<file path="config.mk">
export PLATFORM = sky130hd
export DESIGN_NAME = cache_refill_ctrl
export DESIGN_NICKNAME = d
export VERILOG_FILES = /design/src/rtl/cache_pkg.sv /design/src/rtl/cache_refill_ctrl_beat_counter.sv /design/src/rtl/cache_refill_ctrl.sv
export SDC_FILE = /design/constraint.sdc
export NUM_CORES = 1
export LEC_CHECK = 0
export CORE_MARGIN = 5
export CORE_UTILIZATION = 35
export CTS_BUF_LIST = sky130_fd_sc_hd__clkbuf_8
export DETAILED_ROUTE_END_ITERATION = 16
export PLACE_DENSITY = 0.88
export SLEW_MARGIN = 5
export SYNTH_ARGS = -nofsm -noshare
export SYNTH_HDL_FRONTEND = slang
export SYNTH_SLANG_ARGS = --single-unit
export TNS_END_PERCENT = 100
</file>
<file path="constraint.sdc">
create_clock -name clk -period 5 [get_ports clk]
set_clock_uncertainty 0.15 [all_clocks]
set_input_delay 0.5 -clock clk [delete_from_list [all_inputs] [get_ports clk]]
set_output_delay 0.5 -clock clk [all_outputs]
set_load 0.01 [all_outputs]
</file>
<file path="src/rtl/cache_pkg.sv">
// Shared state encoding and default geometry for the cache refill controller.
// Address layout: tag | index | beat offset | 2'b00.
package cache_pkg;

  localparam int DEF_INDEX_W = 3;
  localparam int DEF_TAG_W   = 8;
  localparam int DEF_ADDR_W  = 16;
  localparam int DEF_BEATS   = 4;
  localparam int DEF_DATA_W  = 32;

  localparam int OFF_LSB     = 2;
  localparam int DEF_OFF_W   = $clog2(DEF_BEATS);
  localparam int DEF_IDX_LSB = OFF_LSB + DEF_OFF_W;
  localparam int DEF_TAG_LSB = DEF_IDX_LSB + DEF_INDEX_W;

  typedef enum logic [3:0] {
    IDLE,
    LOOKUP,
    MREQ,
    MDATA,
    FILL,
    RESP_HIT,
    RESP_MISS,
    FLUSH,
    FLUSH_DONE
  } state_e;

endpackage

</file>
<file path="src/rtl/cache_refill_ctrl_beat_counter.sv">
// Beat counter for line refills: wraps at BEATS, flags the last beat.
module refill_beat_counter
  import cache_pkg::*;
#(
  parameter int OFF_W = DEF_OFF_W
) (
  input  logic             clk,
  input  logic             reset,
  input  logic             clr,
  input  logic             en,
  output logic [OFF_W-1:0] cnt,
  output logic             last
);

  logic [OFF_W-1:0] cnt_q, cnt_d;

  always_comb begin
    cnt_d = cnt_q;
    if (clr) begin
      cnt_d = '0;
    end else if (en) begin
      cnt_d = cnt_q + 1'b1;
    end
  end

  always_ff @(posedge clk or negedge reset) begin
    if (!reset) begin
      cnt_q <= '0;
    end else begin
      cnt_q <= cnt_d;
    end
  end

  assign cnt  = cnt_q;
  assign last = &cnt_q;

endmodule

</file>
<file path="src/rtl/cache_refill_ctrl.sv">
// Lookup/refill/flush sequencer for a direct-mapped cache.
// Define REFILL_STATS_EN to add saturating hit/miss counters.
module cache_refill_ctrl
  import cache_pkg::*;
#(
  parameter  int INDEX_W = DEF_INDEX_W,
  parameter  int TAG_W   = DEF_TAG_W,
  parameter  int ADDR_W  = DEF_ADDR_W,
  parameter  int BEATS   = DEF_BEATS,
  parameter  int DATA_W  = DEF_DATA_W,
  localparam int OFF_W   = $clog2(BEATS)
) (
  input  logic               clk,
  input  logic               reset,
  input  logic               req_valid,
  input  logic [ADDR_W-1:0]  req_addr,
  output logic               req_ready,
  output logic               resp_valid,
  output logic               resp_hit,
  input  logic               flush_req,
  output logic               flush_done,
  output logic [INDEX_W-1:0] arr_index,
  input  logic               valid_in,
  input  logic [TAG_W-1:0]   tag_in,
  output logic               valid_we,
  output logic               valid_clr,
  output logic               tag_we,
  output logic [TAG_W-1:0]   tag_wdata,
  output logic               data_we,
  output logic [OFF_W-1:0]   data_off,
  output logic               mem_req_valid,
  input  logic               mem_req_ready,
  output logic [ADDR_W-1:0]  mem_addr,
  input  logic               mem_rvalid,
`ifdef REFILL_STATS_EN
  output logic [15:0]        hit_cnt,
  output logic [15:0]        miss_cnt,
`endif
  input  logic [DATA_W-1:0]  mem_rdata
);

  localparam int IDX_LSB = OFF_LSB + OFF_W;
  localparam int TAG_LSB = IDX_LSB + INDEX_W;

  state_e             state_q, state_d;
  logic               flush_pend_q, flush_pend_d;
  logic [INDEX_W-1:0] idx_q, idx_d;
  logic [TAG_W-1:0]   tag_q, tag_d;
  logic               beat_clr, beat_en, beat_last;
  logic [OFF_W-1:0]   beat;
  logic               hit;
  logic               unused_ok;

  // Data words go straight from memory to the array; only fields are used here.
  assign unused_ok = ^{mem_rdata, req_addr};

  assign hit = valid_in && (tag_in == tag_q);

  always_comb begin
    state_d      = state_q;
    idx_d        = idx_q;
    tag_d        = tag_q;
    flush_pend_d = flush_pend_q | flush_req;
    beat_clr     = 1'b0;
    beat_en      = 1'b0;
    unique case (state_q)
      IDLE: begin
        if (flush_pend_q || flush_req) begin
          state_d = FLUSH;
        end else if (req_valid) begin
          state_d = LOOKUP;
          idx_d   = req_addr[IDX_LSB +: INDEX_W];
          tag_d   = req_addr[TAG_LSB +: TAG_W];
        end
      end
      LOOKUP: state_d = hit ? RESP_HIT : MREQ;
      MREQ: begin
        if (mem_req_ready) begin
          state_d  = MDATA;
          beat_clr = 1'b1;
        end
      end
      MDATA: begin
        if (mem_rvalid) begin
          beat_en = 1'b1;
          if (beat_last) state_d = FILL;
        end
      end
      FILL:       state_d = RESP_MISS;
      RESP_HIT:   state_d = IDLE;
      RESP_MISS:  state_d = IDLE;
      FLUSH: begin
        state_d      = FLUSH_DONE;
        flush_pend_d = flush_req;
      end
      FLUSH_DONE: state_d = IDLE;
      default:    state_d = IDLE;
    endcase
  end

  always_ff @(posedge clk or negedge reset) begin
    if (!reset) begin
      state_q      <= IDLE;
      flush_pend_q <= 1'b0;
      idx_q        <= '0;
      tag_q        <= '0;
    end else begin
      state_q      <= state_d;
      flush_pend_q <= flush_pend_d;
      idx_q        <= idx_d;
      tag_q        <= tag_d;
    end
  end

  refill_beat_counter #(
    .OFF_W (OFF_W)
  ) u_beat (
    .clk   (clk),
    .reset (reset),
    .clr   (beat_clr),
    .en    (beat_en),
    .cnt   (beat),
    .last  (beat_last)
  );

  // A same-cycle flush pulse beats a new lookup.
  assign req_ready = (state_q == IDLE) && !flush_pend_q && !flush_req;

  assign resp_valid    = (state_q == RESP_HIT) || (state_q == RESP_MISS);
  assign resp_hit      = (state_q == RESP_HIT);
  assign flush_done    = (state_q == FLUSH_DONE);
  assign valid_clr     = (state_q == FLUSH);
  assign tag_we        = (state_q == FILL);
  assign valid_we      = (state_q == FILL);
  assign mem_req_valid = (state_q == MREQ);
  assign data_we       = (state_q == MDATA) && mem_rvalid;
  assign data_off      = beat;
  assign arr_index     = idx_q;
  assign tag_wdata     = tag_q;

  always_comb begin
    mem_addr = '0;
    mem_addr[IDX_LSB +: INDEX_W] = idx_q;
    mem_addr[TAG_LSB +: TAG_W]   = tag_q;
  end

`ifdef REFILL_STATS_EN
  logic [15:0] hit_cnt_q, hit_cnt_d;
  logic [15:0] miss_cnt_q, miss_cnt_d;

  always_comb begin
    hit_cnt_d  = hit_cnt_q;
    miss_cnt_d = miss_cnt_q;
    if (state_q == FLUSH_DONE) begin
      hit_cnt_d  = '0;
      miss_cnt_d = '0;
    end else begin
      if (state_q == RESP_HIT && hit_cnt_q != 16'hFFFF)
        hit_cnt_d = hit_cnt_q + 16'd1;
      if (state_q == RESP_MISS && miss_cnt_q != 16'hFFFF)
        miss_cnt_d = miss_cnt_q + 16'd1;
    end
  end

  always_ff @(posedge clk or negedge reset) begin
    if (!reset) begin
      hit_cnt_q  <= '0;
      miss_cnt_q <= '0;
    end else begin
      hit_cnt_q  <= hit_cnt_d;
      miss_cnt_q <= miss_cnt_d;
    end
  end

  assign hit_cnt  = hit_cnt_q;
  assign miss_cnt = miss_cnt_q;
`endif

endmodule

</file>
==> impl_metrics.json <==
{
  "drv_cap": 0,
  "fin_crit_sh_pct": 52.5,
  "drt_wl_total_mm": 2.63,
  "internal_power_w": 0.000545,
  "floorplan.initialDensity_pct": 35.4,
  "grt_use_total_pct": 12.5,
  "area_growth_pct": 47.0,
  "synthCells": 108,
  "vdd_drop_max_mv": 0.196,
  "crit_path_end_kind": "output port",
  "comb_power_share_pct": 53.5,
  "synth-main-ff-cell": "dfrtp_1",
  "grt_max_degree": 19,
  "ctsResizeCount": 0,
  "portBuffers": 58,
  "grt_pass1_vias": 1018,
  "period_needed_ns": 2.63,
  "clk_latency_ns": 0.25,
  "hold_class": "flop to flop",
  "dieWidth_um": 67.6,
  "fin_tns_setup_ns": 0,
  "ant_nets": 0,
  "row_count": 21,
  "start_kind": "flop",
  "setup_viol": 0,
  "clockRootBuffer": "clkbuf_8",
  "ys_types": 34,
  "cts_made_buffers": 3,
  "p_switching_w": 0.000297,
  "seq_area_um2": 450,
  "synth.top_cell.area_share_pct": 38.8,
  "p_per_area_nw_per_um2": 493,
  "overflow": 0,
  "final_common_cell": "clkdlybuf4s50_1",
  "vias": 939,
  "hold_viol_final": 0,
  "clk_pin_slew_worst_paths_ns": 0.07,
  "fmax_ghz": 0.381,
  "gp_congestion": 0.877,
  "worstPathRequired_ns": 4.35,
  "antenna-diode-count": 0,
  "power_leakage_nw": 0.724,
  "n_fill_cell": 294,
  "core_um2": 3280,
  "clockBufferDepth": 2,
  "crit_fanout": 9,
  "fp.dieH_um": 67.6,
  "yosysTopAreaCell": "dfrtp_1",
  "clockPowerShare_pct": 14.3,
  "ys_seq_area_share_pct": 38.8,
  "grt_pass1_wl_mm": 4.34,
  "r2r_slack_ns": 2.94,
  "ctsHtreeMaxLevel": 1,
  "worstMarginPinSlew_ns": 0.824,
  "ios": 101,
  "synth_edf_count": 0,
  "num-nets-final": 218,
  "rsz0062_at_grt": "no",
  "status": "complete, no violations",
  "hpwl_mm": 2.08,
  "slew_headroom_pct": 44.9,
  "layout-drive-gt1-share_pct": 12.4,
  "finish.utilization_pct": 52.0,
  "final_cell_mix": "clkdlybuf4s50_1, dfrtp_1, mux2_4, xnor2_1, nor2_1",
  "antenna_found_initial": 0,
  "sw_frac_of_total_pct": 35.3,
  "drt_iter0_drc": 112,
  "async_flop_share_pct": 100,
  "worst_ep_arrival_time_ns": 1.98,
  "post_cts_buffers": 0,
  "vias_per_cell": 4.72,
  "remaining_drc_errors": 0,
  "hold_buffers": 0,
  "dr.pass1.iters": 4,
  "cts_sinks": 18,
  "dieArea_um2": 4570,
  "p_seq_share_pct": 32.3,
  "yosys-top-cells-area": "dfrtp_1, mux2_4, buf_4",
  "post_drt_wl_per_cell_um": 13.2,
  "finalMaxSlewViolations": 0,
  "synth.avg_cell_area_um2": 10.8,
  "multi_input_area_um2": 552,
  "cts_tree": "built",
  "crit_type": "flop to output port",
  "ys_ff_latch": 18,
  "synth_area_um2": 1160,
  "ys_warn_count": 0
}
[final timing paths]
| kind | depth (start not counted) | start | to |
|---|---|---|---|
| max | 3 | state_q[2] | req_ready |
| min reg2reg | 1 | arr_index[1] | arr_index[1] |
| min | 1 | arr_index[1] | arr_index[1] |
| min in group asynchronous | 1 | reset | state_q[3] |
| max in group asynchronous | 1 | reset | tag_wdata[0] |
| max reg2reg | 4 | state_q[2] | arr_index[2] |
[cell type report]
type                       count  share of cell area (%)
inverter                       3                   0.660
timing repair buffer          58                    34.0
clock buffer                   4                    3.23
tap                           46                    3.37
multi-input combinational     70                    32.3
sequential                    18                    26.4
[worst max-delay path, cell delays in order (launching register included)]
cell	delay (ns)
dfrtp_1	0.47
nor2_1	0.31
nor4b_4	0.35
clkdlybuf4s50_1	0.61
[metal layers]
metal / track usage [%] / part of all wire, % / vias up
met4: 3.80 / 0.53 / 0
li1: - / - / 445
met1: 16.1 / 44 / 447
met5: 0 / 0 / -
met3: 3.66 / 7.6 / 2
met2: 20.3 / 48 / 45
[cell usage after synthesis (2+ instances only)]
master	number
buf_4	18
dfrtp_1	18
mux2_4	10
xnor2_1	8
nor2_1	7
nand2_1	5
nand2b_1	4
a22o_1	3
inv_1	3
nor3_1	3
a211oi_1	2
a21oi_1	2
buf_6	2
nand3_1	2
o22ai_1	2
[power by group through the flow]
stage / registers [W] / clock network (W) / logic [W]
after floorplan: 0.000259 / 0 / 0.000299
after global placement: 0.000270 / 0 / 0.000446
after detailed placement: 0.000273 / 0 / 0.000453
after CTS: 0.000271 / 0.000123 / 0.000456
after global routing: 0.000283 / 0.000130 / 0.000491
final: 0.000271 / 0.000120 / 0.000450
[logic make-up (layout without fill, tap and decap cells)]
family                   after synthesis  in the layout  share of synthesized area, %
AND/OR/NAND/NOR                       28             28                          13.8
other                                  1              5                         0.323
buffers and inverters                 24             65                          15.0
adder cells (fa/ha/maj)                1              1                          1.08
flip-flops                            18             18                          38.8
AO/OA/AOI/OAI                         16             16                          10.2
XOR/XNOR                               8              8                          6.03
multiplexers                          12             12                          14.8
[state kept, by name (all words and copies together), names as in the netlist]
name,cells
tag_wdata,8
flush_pend_q,1
u_beat.cnt,2
state_q,4
arr_index,3
[through the flow]
step | total power (W) | instance area (µm²) | setup slack [ns] | instances | hold WS, ns
finish | 0.000841 | 1710 | 2.37 | 199 | 0.403
global route | 0.000903 | 1710 | 2.25 | 199 | 0.427
CTS | 0.000850 | 1710 | 2.35 | 199 | 0.405
detailed placement | 0.000726 | 1650 | 2.37 | 195 | 0.374
global placement | 0.000716 | 1650 | 2.37 | 195 | 0.376
floorplan | 0.000558 | 1180 | 3.08 | 112 | 0.0544
(Power assumes the default switching activity.)
